$ cat src/rtl/mem_arb_pkg.sv
`default_nettype none
// ============================================================================
// mem_arb_pkg
// Shared types and constants for the two-port RAM arbiter.
// Revision: 1.0
// ============================================================================
package mem_arb_pkg;

    localparam int MEM_ADDR_W = 11;
    localparam int MEM_DATA_W = 16;

    localparam logic P_FETCH = 1'b0;
    localparam logic P_DATA  = 1'b1;

    typedef enum logic [1:0] {
        IDLE  = 2'd0,
        ISSUE = 2'd1,
        WAIT  = 2'd2
    } arb_state_t;

endpackage
`default_nettype wire

$ cat src/rtl/rr_pick2.sv
`default_nettype none
// ============================================================================
// rr_pick2
// Combinational two-way picker: round-robin against the last winner, or
// fixed priority to port 0 when i_fixed is set.
// Revision: 1.0
// ============================================================================
module rr_pick2
    import mem_arb_pkg::*;
(
    input  logic [1:0] i_req,
    input  logic       i_last,
    input  logic       i_fixed,
    output logic       o_winner,
    output logic       o_valid
);

    always_comb begin
        o_valid  = |i_req;
        o_winner = P_FETCH;
        if (i_req == 2'b10) begin
            o_winner = P_DATA;
        end else if (i_req == 2'b11 && !i_fixed) begin
            o_winner = ~i_last;
        end
    end

endmodule
`default_nettype wire

$ cat src/rtl/mem_arbiter.sv
`default_nettype none
// ============================================================================
// mem_arbiter
// Two-requester arbiter/sequencer in front of a registered-read RAM.
// Revision: 1.0
// ============================================================================
module mem_arbiter
    import mem_arb_pkg::*;
#(
    parameter int ADDR_W     = MEM_ADDR_W,
    parameter int DATA_W     = MEM_DATA_W,
    parameter int FIXED_PRIO = 0
) (
    input  logic              clk,
    input  logic              rst_n,

    input  logic              p0_req,
    input  logic              p0_write,
    input  logic [ADDR_W-1:0] p0_addr,
    input  logic [DATA_W-1:0] p0_wdata,
    output logic              p0_gnt,
    output logic              p0_rvalid,
    output logic [DATA_W-1:0] p0_rdata,

    input  logic              p1_req,
    input  logic              p1_write,
    input  logic [ADDR_W-1:0] p1_addr,
    input  logic [DATA_W-1:0] p1_wdata,
    output logic              p1_gnt,
    output logic              p1_rvalid,
    output logic [DATA_W-1:0] p1_rdata,

    output logic              mem_write,
    output logic              mem_read,
    output logic [ADDR_W-1:0] mem_address,
    output logic [DATA_W-1:0] mem_data_in,
    input  logic [DATA_W-1:0] mem_data_out,

    output logic              busy
);

    arb_state_t        r_state;
    logic              r_last;
    logic              r_owner;
    logic [1:0]        r_gnt;
    logic [1:0]        r_rvalid;
    logic              r_mem_write;
    logic              r_mem_read;
    logic              r_busy;
    logic [ADDR_W-1:0] r_mem_address;
    logic [DATA_W-1:0] r_mem_data_in;
    logic [DATA_W-1:0] r_p0_rdata;
    logic [DATA_W-1:0] r_p1_rdata;

    logic [1:0]        w_req;
    logic              w_fixed;
    logic              w_winner;
    logic              w_valid;
    logic              w_write;
    logic [ADDR_W-1:0] w_addr;
    logic [DATA_W-1:0] w_wdata;

    assign w_req   = {p1_req, p0_req};
    assign w_fixed = (FIXED_PRIO != 0);

    rr_pick2 u_pick (
        .i_req    (w_req),
        .i_last   (r_last),
        .i_fixed  (w_fixed),
        .o_winner (w_winner),
        .o_valid  (w_valid)
    );

    assign w_write = (w_winner == P_DATA) ? p1_write : p0_write;
    assign w_addr  = (w_winner == P_DATA) ? p1_addr  : p0_addr;
    assign w_wdata = (w_winner == P_DATA) ? p1_wdata : p0_wdata;

    // Pulses (gnt, strobes, rvalid) default low every cycle; only the state
    // that owns them raises them for the following cycle.
    always_ff @(posedge clk or negedge rst_n) begin
        if (!rst_n) begin
            r_state       <= IDLE;
            r_last        <= P_DATA;
            r_owner       <= P_FETCH;
            r_gnt         <= 2'b00;
            r_rvalid      <= 2'b00;
            r_mem_write   <= 1'b0;
            r_mem_read    <= 1'b0;
            r_busy        <= 1'b0;
            r_mem_address <= '0;
            r_mem_data_in <= '0;
            r_p0_rdata    <= '0;
            r_p1_rdata    <= '0;
        end else begin
            r_gnt       <= 2'b00;
            r_rvalid    <= 2'b00;
            r_mem_write <= 1'b0;
            r_mem_read  <= 1'b0;
            case (r_state)
                IDLE: begin
                    if (w_valid) begin
                        r_owner       <= w_winner;
                        r_last        <= w_winner;
                        r_mem_address <= w_addr;
                        r_mem_data_in <= w_wdata;
                        r_mem_write   <= w_write;
                        r_mem_read    <= ~w_write;
                        r_gnt         <= (w_winner == P_DATA) ? 2'b10 : 2'b01;
                        r_busy        <= 1'b1;
                        r_state       <= ISSUE;
                    end
                end
                ISSUE: begin
                    // The write strobe is still high here, so it doubles as the latched direction.
                    if (r_mem_write) begin
                        r_busy  <= 1'b0;
                        r_state <= IDLE;
                    end else begin
                        r_state <= WAIT;
                    end
                end
                WAIT: begin
                    if (r_owner == P_DATA) begin
                        r_p1_rdata <= mem_data_out;
                        r_rvalid   <= 2'b10;
                    end else begin
                        r_p0_rdata <= mem_data_out;
                        r_rvalid   <= 2'b01;
                    end
                    r_busy  <= 1'b0;
                    r_state <= IDLE;
                end
                default: begin
                    r_busy  <= 1'b0;
                    r_state <= IDLE;
                end
            endcase
        end
    end

    assign p0_gnt      = r_gnt[P_FETCH];
    assign p1_gnt      = r_gnt[P_DATA];
    assign p0_rvalid   = r_rvalid[P_FETCH];
    assign p1_rvalid   = r_rvalid[P_DATA];
    assign p0_rdata    = r_p0_rdata;
    assign p1_rdata    = r_p1_rdata;
    assign mem_write   = r_mem_write;
    assign mem_read    = r_mem_read;
    assign mem_address = r_mem_address;
    assign mem_data_in = r_mem_data_in;
    assign busy        = r_busy;

endmodule
`default_nettype wire
$ cat config.mk
export PLATFORM = sky130hd
export DESIGN_NAME = mem_arbiter
export DESIGN_NICKNAME = d
export VERILOG_FILES = /design/src/rtl/mem_arb_pkg.sv /design/src/rtl/rr_pick2.sv /design/src/rtl/mem_arbiter.sv
export SDC_FILE = /design/constraint.sdc
export NUM_CORES = 1
export LEC_CHECK = 0
export CAP_MARGIN = 40
export CORE_UTILIZATION = 63
export CTS_CLUSTER_DIAMETER = 100
export CTS_CLUSTER_SIZE = 20
export DETAILED_ROUTE_END_ITERATION = 6
export DONT_BUFFER_PORTS = 1
export GPL_TIMING_DRIVEN = 1
export PLACE_DENSITY = 0.84
export SETUP_SLACK_MARGIN = 0.1
export SLEW_MARGIN = 15
export SYNTH_ARGS = -nofsm -noshare
export SYNTH_HDL_FRONTEND = slang
export SYNTH_SLANG_ARGS = --single-unit
export TNS_END_PERCENT = 50
$ cat constraint.sdc
create_clock -name clk -period 3.3 [get_ports clk]
set_input_delay 0.495 -clock clk [delete_from_list [all_inputs] [get_ports clk]]
set_output_delay 0.495 -clock clk [all_outputs]
set_load 0.05 [all_outputs]
==> run summary <==
The run gives 0 as the remaining antenna violation count after routing. The first global-routing pass estimated 9400 um of wire. The number of filler cells placed in the layout came out at 334.

The count of final max-slew check failures was 0. The worst setup path is launched from a flip-flop. Row generation in the floorplan step produced 24 rows. The transition time of the tightest slew-check pin was 0.861 ns. The initial utilization of the core area, before any placement, comes to 65.3%.

The tools report the worst reg2reg path startpoint as r_state[1]. The cell count after synthesis came out at 247. Summing the sequential cell areas from Yosys gives 61.6% of the chip area. The cts-stage hold buffer count is 1, and the worst-case clock skew is 0.00353 ns. The share of flip-flops with an asynchronous set or reset after synthesis was 100%; the number of buffers created by CTS was 9. The chip width is 69.2 um, and the yosys synthesis warning count is 0. The logs give 70 for the clock sink total and 0 for the number of antenna violations at the first check in global routing. Synthesis produced a netlist with a net count of 323. The sequential cells in the finished layout cover a total of 1750 um2.

The vertical extent of the die is 69.2 um, and the post-CTS setup repair buffer count is 0. The tools report the total DRC errors in the routed layout as 0. After detailed routing, the number of vias per cell comes to 6.33.

Ranked by total cell area, the synthesized netlist is headed by sky130_fd_sc_hd__dfrtp_1 (61%), sky130_fd_sc_hd__mux2_2 (13%), sky130_fd_sc_hd__nand2_1 (7.3%), sky130_fd_sc_hd__a31oi_1 (6.2%), sky130_fd_sc_hd__a21oi_1 (4.9%). Leading area contributor after synthesis: sky130_fd_sc_hd__dfrtp_1. In this run the tightest slew margin relative to its limit is 42.5%. The critical path goes through nor3b_4 -> mux2_2. Overall die area: 4790 um2. For the total wire length after detailed routing, the log shows 5740 um.

The number of antenna diodes in the final layout is 0. Among cell families on the critical path, the largest total delay comes from simple AND/OR/NAND/NOR gates. Across the run, the number of max-cap violations was 0. The run finished with clean final reports. In the final layout, the multi-input gates occupy 1000 um2. The setup path with the least slack is of type flip-flop to flip-flop. Post-CTS repair changed the size of 0 cells. Post-route clock period utilization: 53.0%. The average instance in the mapped netlist occupies 11.5 um2. The tools report the global route total overflow as 0.

The unique cell type count in the Yosys netlist is 25, and the peak per-stage delay on the critical path is 0.76 ns. In this run the worst hold path is classified as primary input to async pin. Setup repair after global routing left no endpoint under its margin. The number of global-route vias before repair was 1936. In this run the critical register-to-register path is captured at p0_rdata[9]. The run gives 1.23 ns as the worst slack at placement. Final core utilization: 70.7%.

The post-route setup TNS came out at 0 ns. Post-synthesis to final-layout area growth: 8.14%. The slowest stage of the critical path belongs to the cell sky130_fd_sc_hd__nor3b_4. For this block, the initial DRC count from the detailed router was 102. Counting both buffers and inverters, the worst setup path holds a total of 0.

The run gives 3080 um2 as the area of all placed cells without fillers. Clock-pin slew was measured on the worst setup and hold paths at 0.07 ns. In this run the biggest area consumer among cell types represents 60.7% of the synthesized area. The tools report the library cell used as clock root buffer as sky130_fd_sc_hd__clkbuf_8.

In this run the standard cell core region covers 4350 um2. TritonCTS built the clock tree. Entering global routing, the biggest net connects 71 pins.

In the synthesized netlist the dominant register cell turns out to be sky130_fd_sc_hd__dfrtp_1. The count of state elements after synthesis came out at 70. By count the netlist is led by sky130_fd_sc_hd__dfrtp_1 (69), sky130_fd_sc_hd__nand2_1 (55), sky130_fd_sc_hd__mux2_2 (32). During I/O placement, the number of pins put on the boundary was 142.

The CTS H-tree depth was 3; the time the final worst path needs with I/O delays and setup was 1.75 ns. The fraction of layout cells with a size suffix above 1 is 23.2%, and the final setup slack of the worst path is 1.55 ns. Yosys instantiated no cell more often than sky130_fd_sc_hd__dfrtp_1. The capturing element type of the critical path was a flip-flop. The count of input and output buffers is 0, and the final number of setup-violating endpoints is 0. Hold violation total from the final report: 0.

Timing would allow up to 572 MHz. In the final routed layout, each cell accounts on average for 19.0 um. Data arrives at the worst endpoint at 1.97 ns. The internal reg-to-reg setup slack came out at 1.55 ns. The tools report the placed instance area as 2850 um2. The pre-antenna-repair detailed-routing pass consisted of 4 iterations. The routed layout has 1913 vias. The number of buffers on the longest clock path is 2.

For the netlist area before placement, the log shows 2850 um2. The number of enable flip-flop cells after synthesis came out at 0. Along the worst path, the maximum fanout reaches 17. The run gives 3.52 ns as the critical path data required time.

The congestion estimate from routability-driven global placement came to 0.685. Later-pin clock latency in the skew report: 0.34 ns. Number of nets in the layout: 321. The number of cells traversed by the worst register-to-register path is 2, and the global-route total usage across every layer is 25.5%.
==> worst reg2reg max path: stages, from the launching register on <==
cell                      delay [ns]
sky130_fd_sc_hd__dfrtp_1        0.44
sky130_fd_sc_hd__nor3b_4        0.76
sky130_fd_sc_hd__mux2_2         0.43
==> layer usage <==
layer  up-vias  global-route usage (%)  part of all wire [%]
met3        12                    11.0                    10
met1       927                    30.3                    38
li1        857                       -                     -
met4         0                    10.2                   1.6
met5         -                       0                     0
met2       117                    40.7                    49
==> cell families after synthesis <==
family / after synthesis / synth area share (%)
DFF: 70 / 61.6
muxes: 33 / 13.0
buffers and inverters: 19 / 3.43
AOI/OAI and AO/OA: 60 / 12.1
and+or+nand+nor: 65 / 9.81
==> registers in the layout (all words and copies together) (netlist names) <==
register,cells
mem_read,1
r_state,2
mem_address,11
mem_write,1
r_gnt,2
r_owner,1
busy,1
mem_data_in,16
r_rvalid,2
r_last,1
p1_rdata,16
p0_rdata,16
==> how the worst max path moves through the flow <==
stage / slack, ns / startpoint / end / depth (start not counted)
2_1_floorplan: 1.83 / p1_req / mem_address[0] / 7
3_3_place_gp: 1.31 / p1_req / mem_data_in[6] / 5
3_5_place_dp: 1.23 / p1_req / mem_address[3] / 5
4_1_cts: 1.54 / r_state[1] / p0_rdata[0] / 2
5_1_grt: 1.44 / r_state[1] / p0_rdata[5] / 2
6_report: 1.55 / r_state[1] / p0_rdata[9] / 2
==> layout by cell type, fill, tap and decap left out, drive strengths merged <==
| master | synthesis | final |
|---|---|---|
| dfrtp | 69 | 69 |
| nand2 | 56 | 56 |
| mux2 | 32 | 32 |
| a21oi | 28 | 28 |
| a31oi | 28 | 28 |
| clkbuf | 7 | 12 |
| buf | 10 | 4 |
| clkinv | 0 | 3 |
| nor2 | 3 | 3 |
| inv | 2 | 2 |
| nor3b | 2 | 2 |
| a21boi | 1 | 1 |
| or2 | 1 | 1 |
| nand3b | 1 | 1 |
| mux2i | 1 | 1 |
| and2 | 1 | 1 |
| a21bo | 1 | 1 |
| nor3 | 1 | 1 |
| a21o | 1 | 1 |
| o21ai | 1 | 1 |
| bufinv | 0 | 1 |
| dfstp | 1 | 1 |
==> metrics by stage <==
stage | hold WS, ns | cells
after floorplan | 0.199 | 247
after global placement | 0.201 | 285
after detailed placement | 0.201 | 285
after CTS | 0.0363 | 302
after global routing | 0.0447 | 302
final | 0.0361 | 302
==> final cells by class <==
class	instances	share of cell area, %
repair buffers	4	1.63
clock buffers	12	5.04
clock inverters	4	1.46
well taps	52	2.11
multi-input cells	158	32.5
flip-flops and latches	70	57.0
inverters	2	0.244
Power is not shown: default switching activity piles up to over one toggle a cycle in this logic, so the estimate is an artifact.
